===== src/rtl/fifo_stream_unpacker_pkg.sv =====
// fifo_stream_pkg: FSM state codes, header magic and header field positions for fifo_stream_unpacker.
package fifo_stream_pkg;
    typedef logic [1:0] state_t;
    localparam state_t S_HEADER  = 2'd0;
    localparam state_t S_PAYLOAD = 2'd1;
    localparam state_t S_CHECK   = 2'd2;
    localparam logic [7:0] HDR_MAGIC = 8'hA5;
    localparam int HDR_MAGIC_W = 8;
    localparam int HDR_LEN_W   = 16;

    function automatic logic hdr_legal(input logic [7:0] magic, input logic [15:0] len, input int max_len);
        return magic == HDR_MAGIC && len != '0 && {16'd0, len} <= 32'(max_len);
    endfunction
endpackage


===== src/rtl/fifo_stream_unpacker_if.sv =====
// fifo_stream_unpacker_if: FIFO pop port, payload stream and status of the unpacker.
// CHK_ERR exists only when FIFO_STREAM_UNPACKER_CHECKSUM_EN is defined.
interface fifo_stream_unpacker_if #(parameter int DATA_WIDTH = 32);
    logic                  FIFO_nEN;
    logic [DATA_WIDTH-1:0] FIFO_DATA;
    logic                  FIFO_EMPTY;
    logic                  M_VALID;
    logic                  M_READY;
    logic [DATA_WIDTH-1:0] M_DATA;
    logic                  M_LAST;
    logic                  HDR_ERR;
    logic [15:0]           PKT_CNT;
    logic                  BUSY;
`ifdef FIFO_STREAM_UNPACKER_CHECKSUM_EN
    logic                  CHK_ERR;
    modport master (output FIFO_nEN, M_VALID, M_DATA, M_LAST, HDR_ERR, PKT_CNT, BUSY, CHK_ERR,
                    input FIFO_DATA, FIFO_EMPTY, M_READY);
    modport slave  (input FIFO_nEN, M_VALID, M_DATA, M_LAST, HDR_ERR, PKT_CNT, BUSY, CHK_ERR,
                    output FIFO_DATA, FIFO_EMPTY, M_READY);
`else
    modport master (output FIFO_nEN, M_VALID, M_DATA, M_LAST, HDR_ERR, PKT_CNT, BUSY,
                    input FIFO_DATA, FIFO_EMPTY, M_READY);
    modport slave  (input FIFO_nEN, M_VALID, M_DATA, M_LAST, HDR_ERR, PKT_CNT, BUSY,
                    output FIFO_DATA, FIFO_EMPTY, M_READY);
`endif
endinterface


===== src/rtl/fifo_stream_unpacker_skid_buffer.sv =====
// stream_skid_buffer: 2-entry valid/ready buffer with registered output; slot 0 drives the output.
module stream_skid_buffer #(
    parameter int W = 33
) (
    input  logic         clk,
    input  logic         rst,
    input  logic         in_valid_i,
    input  logic [W-1:0] in_data_i,
    output logic         not_full_o,
    output logic         out_valid_o,
    input  logic         out_ready_i,
    output logic [W-1:0] out_data_o
);
    logic         v0_q, v0_d, v1_q, v1_d, adv;
    logic [W-1:0] d0_q, d0_d, d1_q, d1_d;

    // slot 0 advances when drained or empty; slot 1 is only ever valid behind a valid slot 0
    assign adv = out_ready_i || !v0_q;

    always_comb begin
        v0_d = adv ? (v1_q || in_valid_i) : v0_q;
        d0_d = !adv ? d0_q : v1_q ? d1_q : in_valid_i ? in_data_i : d0_q;
        v1_d = adv ? (v1_q && in_valid_i) : (v1_q || in_valid_i);
        d1_d = (in_valid_i && (v1_q || !adv)) ? in_data_i : d1_q;
    end

    always_ff @(posedge clk) begin
        if (rst) begin
            v0_q <= 1'b0;
            v1_q <= 1'b0;
            d0_q <= '0;
            d1_q <= '0;
        end else begin
            v0_q <= v0_d;
            v1_q <= v1_d;
            d0_q <= d0_d;
            d1_q <= d1_d;
        end
    end

    assign not_full_o  = !v1_q;
    assign out_valid_o = v0_q;
    assign out_data_o  = d0_q;
endmodule


===== src/rtl/fifo_stream_unpacker.sv =====
// fifo_stream_unpacker: pops length-framed packets from a FWFT FIFO and emits payload as a stream.
// Define FIFO_STREAM_UNPACKER_CHECKSUM_EN to require and verify an XOR trailer word per packet.
module fifo_stream_unpacker
    import fifo_stream_pkg::*;
#(
    parameter int DATA_WIDTH = 32,
    parameter int MAX_LEN    = 256
) (
    input  logic                   CLK,
    input  logic                   RST,
    fifo_stream_unpacker_if.master bus
);
`ifdef FIFO_STREAM_UNPACKER_CHECKSUM_EN
    localparam state_t S_DONE = S_CHECK;
`else
    localparam state_t S_DONE = S_HEADER;
`endif

    state_t               state_q, state_d;
    logic [HDR_LEN_W-1:0] len, rem_q, rem_d;
    logic [15:0]          pkt_cnt_q, pkt_cnt_d;
    logic                 hdr_err_q, hdr_err_d, legal, pop, push, not_full, m_valid;
    logic [DATA_WIDTH:0]  m_word;

    assign len   = bus.FIFO_DATA[HDR_LEN_W-1:0];
    assign legal = hdr_legal(bus.FIFO_DATA[DATA_WIDTH-1 -: HDR_MAGIC_W], len, MAX_LEN);
    assign pop   = !RST && !bus.FIFO_EMPTY && (state_q == S_HEADER || state_q == S_CHECK || not_full);
    assign push  = pop && state_q == S_PAYLOAD;

    always_comb begin
        state_d   = state_q;
        rem_d     = push ? rem_q - 1'b1 : rem_q;
        hdr_err_d = pop && state_q == S_HEADER && !legal;
        pkt_cnt_d = pkt_cnt_q + {15'd0, m_valid && bus.M_READY && bus.M_LAST};
        if (pop && state_q == S_HEADER && legal) begin
            state_d = S_PAYLOAD;
            rem_d   = len;
        end
        if (push && rem_q == 16'd1) state_d = S_DONE;
        if (pop && state_q == S_CHECK) state_d = S_HEADER;
    end

    always_ff @(posedge CLK) begin
        if (RST) begin
            state_q   <= S_HEADER;
            rem_q     <= '0;
            pkt_cnt_q <= '0;
            hdr_err_q <= 1'b0;
        end else begin
            state_q   <= state_d;
            rem_q     <= rem_d;
            pkt_cnt_q <= pkt_cnt_d;
            hdr_err_q <= hdr_err_d;
        end
    end

`ifdef FIFO_STREAM_UNPACKER_CHECKSUM_EN
    logic [DATA_WIDTH-1:0] acc_q, acc_d;
    logic                  chk_err_q, chk_err_d;

    always_comb begin
        acc_d     = state_q == S_HEADER ? '0 : push ? acc_q ^ bus.FIFO_DATA : acc_q;
        chk_err_d = pop && state_q == S_CHECK && bus.FIFO_DATA != acc_q;
    end

    always_ff @(posedge CLK) begin
        if (RST) begin
            acc_q     <= '0;
            chk_err_q <= 1'b0;
        end else begin
            acc_q     <= acc_d;
            chk_err_q <= chk_err_d;
        end
    end

    assign bus.CHK_ERR = chk_err_q;
`endif

    stream_skid_buffer #(.W(DATA_WIDTH + 1)) u_skid (
        .clk        (CLK),
        .rst        (RST),
        .in_valid_i (push),
        .in_data_i  ({rem_q == 16'd1, bus.FIFO_DATA}),
        .not_full_o (not_full),
        .out_valid_o(m_valid),
        .out_ready_i(bus.M_READY),
        .out_data_o (m_word)
    );

    assign bus.FIFO_nEN = !pop;
    assign bus.M_VALID  = m_valid;
    assign bus.M_DATA   = m_word[DATA_WIDTH-1:0];
    assign bus.M_LAST   = m_word[DATA_WIDTH];
    assign bus.HDR_ERR  = hdr_err_q;
    assign bus.PKT_CNT  = pkt_cnt_q;
    assign bus.BUSY     = state_q != S_HEADER || m_valid;
endmodule

===== src/flat_wrapper.sv =====
// flat-port wrapper written by rule: the top's interface ports become plain ports
module fifo_stream_unpacker_flat import fifo_stream_pkg::*;
#(
    parameter int DATA_WIDTH = 32,
    parameter int MAX_LEN    = 256
)
  (CLK, RST, bus_FIFO_nEN, bus_M_VALID, bus_M_DATA, bus_M_LAST, bus_HDR_ERR, bus_PKT_CNT, bus_BUSY, bus_FIFO_DATA, bus_FIFO_EMPTY, bus_M_READY);
  fifo_stream_unpacker_if #(.DATA_WIDTH(DATA_WIDTH)) bus_i ();
  input  logic CLK;
  input  logic RST;
  output wire logic [$bits(bus_i.FIFO_nEN)-1:0] bus_FIFO_nEN;
  output wire logic [$bits(bus_i.M_VALID)-1:0] bus_M_VALID;
  output wire logic [$bits(bus_i.M_DATA)-1:0] bus_M_DATA;
  output wire logic [$bits(bus_i.M_LAST)-1:0] bus_M_LAST;
  output wire logic [$bits(bus_i.HDR_ERR)-1:0] bus_HDR_ERR;
  output wire logic [$bits(bus_i.PKT_CNT)-1:0] bus_PKT_CNT;
  output wire logic [$bits(bus_i.BUSY)-1:0] bus_BUSY;
  input wire logic [$bits(bus_i.FIFO_DATA)-1:0] bus_FIFO_DATA;
  input wire logic [$bits(bus_i.FIFO_EMPTY)-1:0] bus_FIFO_EMPTY;
  input wire logic [$bits(bus_i.M_READY)-1:0] bus_M_READY;
  assign bus_FIFO_nEN = bus_i.FIFO_nEN;
  assign bus_M_VALID = bus_i.M_VALID;
  assign bus_M_DATA = bus_i.M_DATA;
  assign bus_M_LAST = bus_i.M_LAST;
  assign bus_HDR_ERR = bus_i.HDR_ERR;
  assign bus_PKT_CNT = bus_i.PKT_CNT;
  assign bus_BUSY = bus_i.BUSY;
  assign bus_i.FIFO_DATA = bus_FIFO_DATA;
  assign bus_i.FIFO_EMPTY = bus_FIFO_EMPTY;
  assign bus_i.M_READY = bus_M_READY;
  fifo_stream_unpacker #(.DATA_WIDTH(DATA_WIDTH), .MAX_LEN(MAX_LEN)) u_core (.CLK(CLK), .RST(RST), .bus(bus_i));
endmodule

===== config.mk =====
export PLATFORM = sky130hd
export DESIGN_NAME = fifo_stream_unpacker_flat
export DESIGN_NICKNAME = d
export VERILOG_FILES = /design/src/rtl/fifo_stream_unpacker_pkg.sv /design/src/rtl/fifo_stream_unpacker_if.sv /design/src/rtl/fifo_stream_unpacker_skid_buffer.sv /design/src/rtl/fifo_stream_unpacker.sv /design/src/flat_wrapper.sv
export SDC_FILE = /design/constraint.sdc
export NUM_CORES = 1
export LEC_CHECK = 0
export ABC_AREA = 1
export CAP_MARGIN = 10
export CORE_UTILIZATION = 28
export DETAILED_ROUTE_END_ITERATION = 7
export PLACE_DENSITY = 0.46
export REMOVE_ABC_BUFFERS = 1
export SETUP_SLACK_MARGIN = 0.4
export SYNTH_ARGS = -nofsm -noshare
export SYNTH_HDL_FRONTEND = slang
export SYNTH_SLANG_ARGS = --single-unit

===== constraint.sdc =====
create_clock -name CLK -period 1.6 [get_ports CLK]
set_input_delay 0.32 -clock CLK [delete_from_list [all_inputs] [get_ports CLK]]
set_output_delay 0.32 -clock CLK [all_outputs]
set_load 0.02 [all_outputs]

==> results.ini <==
[status]
status=finished with violations
violations=negative setup slack

[cts]
cts_buffers=9
cts_tree=yes
clockRootBuffer=clkbuf_16
cts-hold-fix-buffers=0
htree_num_levels=3
clkSinkCount=102
clk_pin_slew_ns=0.07
insertion_delay_ns=0.36
clockBufferDepth=2

[yosys]
synth-seq-cells=102
synth_top_area_cell=dfxtp_1
synth_area_sq_um=4680
synth_top_area_share_pct=43.6
syn_inst=647
yosys-top-cells-area=dfxtp_1, nand2_1, nor2_1
async_flop_share_pct=0
synth.yosys.seq_area_share_pct=43.6
ys.flop_type=dfxtp_1
ys_types=33
synth-edff-count=0
syn_avg_cell_area_sq_um=7.24
ys_warn_count=0

[timing]
tightest_slew_ns=0.446
fin_hold_ws_ns=0.195
slew_headroom_pct=70.2
min_period_ns=1.72
fin_ws_ns=-0.120
fin_tns_setup_ns=-1.02
final.period_utilization_pct=108
finalHoldViolations=0
fin_skew_ns=0.00831
report.final.slew_viol_count=0
setup_viol=22
fmax_ghz=0.581
rsz0062_at_grt=yes

[critical_path]
worstPathRequired_ns=1.84
reg2reg_setup_slack_ns=-0.12
critPathLaunchType=register
crit_type=reg2reg
critPathCaptureType=register
crit_path_cell_trace=inv_2 > nor2_4 > ha_4 > nand3_4 > nor2_4 > nand2_2 > nor3_4 > nand2_2 > buf_4 > nor3_1 > nor2_1
max_stage_delay_ns=0.35
cp.buffers_inverters=2
critPathArrivalTime_ns=1.96
cp_max_fo=4
cp_slowest_cell=dfxtp_2
crit_family=simple AND/OR/NAND/NOR gates

[routing]
dr.pass1.iters=5
vias=4940
viasPerCell=4.71
antenna_left=0
drc_errors=0
wl_per_cell_um=14.6
wl_um=15300
drt_iter0_drc=226

[place]
dp_slack_ns=-0.618
place_congestion=0.803
port_buffers=88
dp.final_hpwl_um=8950

[global_route]
grt.overflow.total=0
grt_usage_pct=17.2
grt_max_degree=77
grt_first_pass_wirelength_um=23900
grt_pass1_vias=4779
antenna_found_initial=0

[power]
power_density_nw_per_um2=662
ir_worst_vdd_mv=0.511
p_leak_uw=0.00326

[die]
pin_count=89
rows=46
die_y_um=131
coreArea_sq_um=16100
dieWidth_um=131
start_util_pct=29.1
die-area_sq_um=17300

[cells_and_area]
n_antenna_cell=0
drive_gt1_share_pct=43.0
area_growth_pct=57.2
fin_nets=869

[hold_path]
hp-class=in2reg

[run]
drv_cap=0

## logic make-up after synthesis
family | Yosys count | synth area share [%]
adders and majority gates | 4 | 1.07
DFF | 102 | 43.6
and+or+nand+nor | 308 | 28.4
xor gates and xnor gates | 10 | 1.87
AOI/OAI and AO/OA | 138 | 16.5
buffers and inverters | 85 | 8.60
## placed cells by master (no fill, tap or decap), types with 8 or more instances in the layout
cell,instances
clkdlybuf4s50_1,8
nor2_4,14
a21oi_1,19
xor2_1,8
nor2_1,98
nand3_1,11
nand2_2,21
nor2_2,12
buf_6,46
buf_2,29
a31oi_1,34
o21ai_1,24
inv_1,26
nand2_1,101
dfxtp_4,8
nand4_1,13
inv_2,16
nand3_2,13
dfxtp_1,71
clkbuf_16,10
dfxtp_2,23
buf_4,108
buf_12,8
o21ai_0,50
## cells in the mapped netlist, types with 2 or more instances
cell type	number
buf_4	2
a21oi_1	22
xor2_1	8
nand2_2	6
nor2_2	4
nor2_1	120
dfxtp_1	102
ha_1	4
inv_1	46
nor3_1	9
a21oi_4	2
xnor2_1	2
nor3_2	2
a31oi_1	34
nand2_1	121
nand3_1	26
nor4_1	2
buf_2	11
clkbuf_1	16
buf_6	8
o21ai_1	22
nand3_4	2
o21ai_0	54
nand4_1	13
## cell type report
cell class / instances / area (sq um)
clock inverters: 6 / 37.5
multi-input cells: 460 / 2700
well taps: 216 / 270
inverters: 48 / 200
repair buffers: 208 / 1830
fillers: 1606 / 8750
flip-flops and latches: 102 / 2100
clock buffers: 9 / 225
## power by group
group,leakage [uW],internal [uW],switching (uW)
logic,0.00228,129,136
clock network,0.000136,1050,1040
registers,0.000840,2520,0.353
## sequential cells by signal, indices dropped and copies added (netlist names)
name and count:
u_core.u_skid.d1_q 33, u_core.u_skid.out_data_o 33, u_core.bus.PKT_CNT 16, u_core.rem_q 16
u_core.bus.HDR_ERR 1, u_core.state_q 1, u_core.u_skid.out_valid_o 1, u_core.u_skid.v1_q 1
## stage by stage
stage	instance area [sq um]	util, %	power, uW	instances
after global routing	7370	45.7	5050	1049
after CTS	6940	43.1	4930	1029
final	7370	45.7	4880	1049
after floorplan	4460	-	2670	610
after detailed placement	6160	38.2	2870	977
after global placement	6160	38.2	2870	977
## tightest hold or removal path: cells and delay by family
kind | cells | cell delay (ns)
buf+inv | 1 | 0.08
simple gates | 2 | 0.12
## what timing repair did
item / in CTS / in global routing
endpoints found under the hold margin: 0 / 0
gates resized for setup: 505 / 81
buffers inserted: 36 / 19
cloned: 1 / 1
pin swaps: 64 / 48
setup endpoints to repair: 151 / 133
## final timing paths
path,from,endpoint,depth (start not counted)
max,u_core.u_skid.out_valid_o,u_core.bus.PKT_CNT[11],11
min,bus_FIFO_DATA[14],u_core.u_skid.d1_q[14],3
max reg2reg,u_core.u_skid.out_valid_o,u_core.bus.PKT_CNT[11],11
min reg2reg,u_core.u_skid.d1_q[32],u_core.u_skid.d1_q[32],2
## routing by layer
metal	global-route usage, %	share of wire [%]	vias to the layer above
met5	0	0	-
met4	7.36	1.7	0
met2	29.0	50	81
li1	-	-	2494
met3	2.58	2.8	18
met1	21.7	45	2347
(Power assumes the default switching activity.)
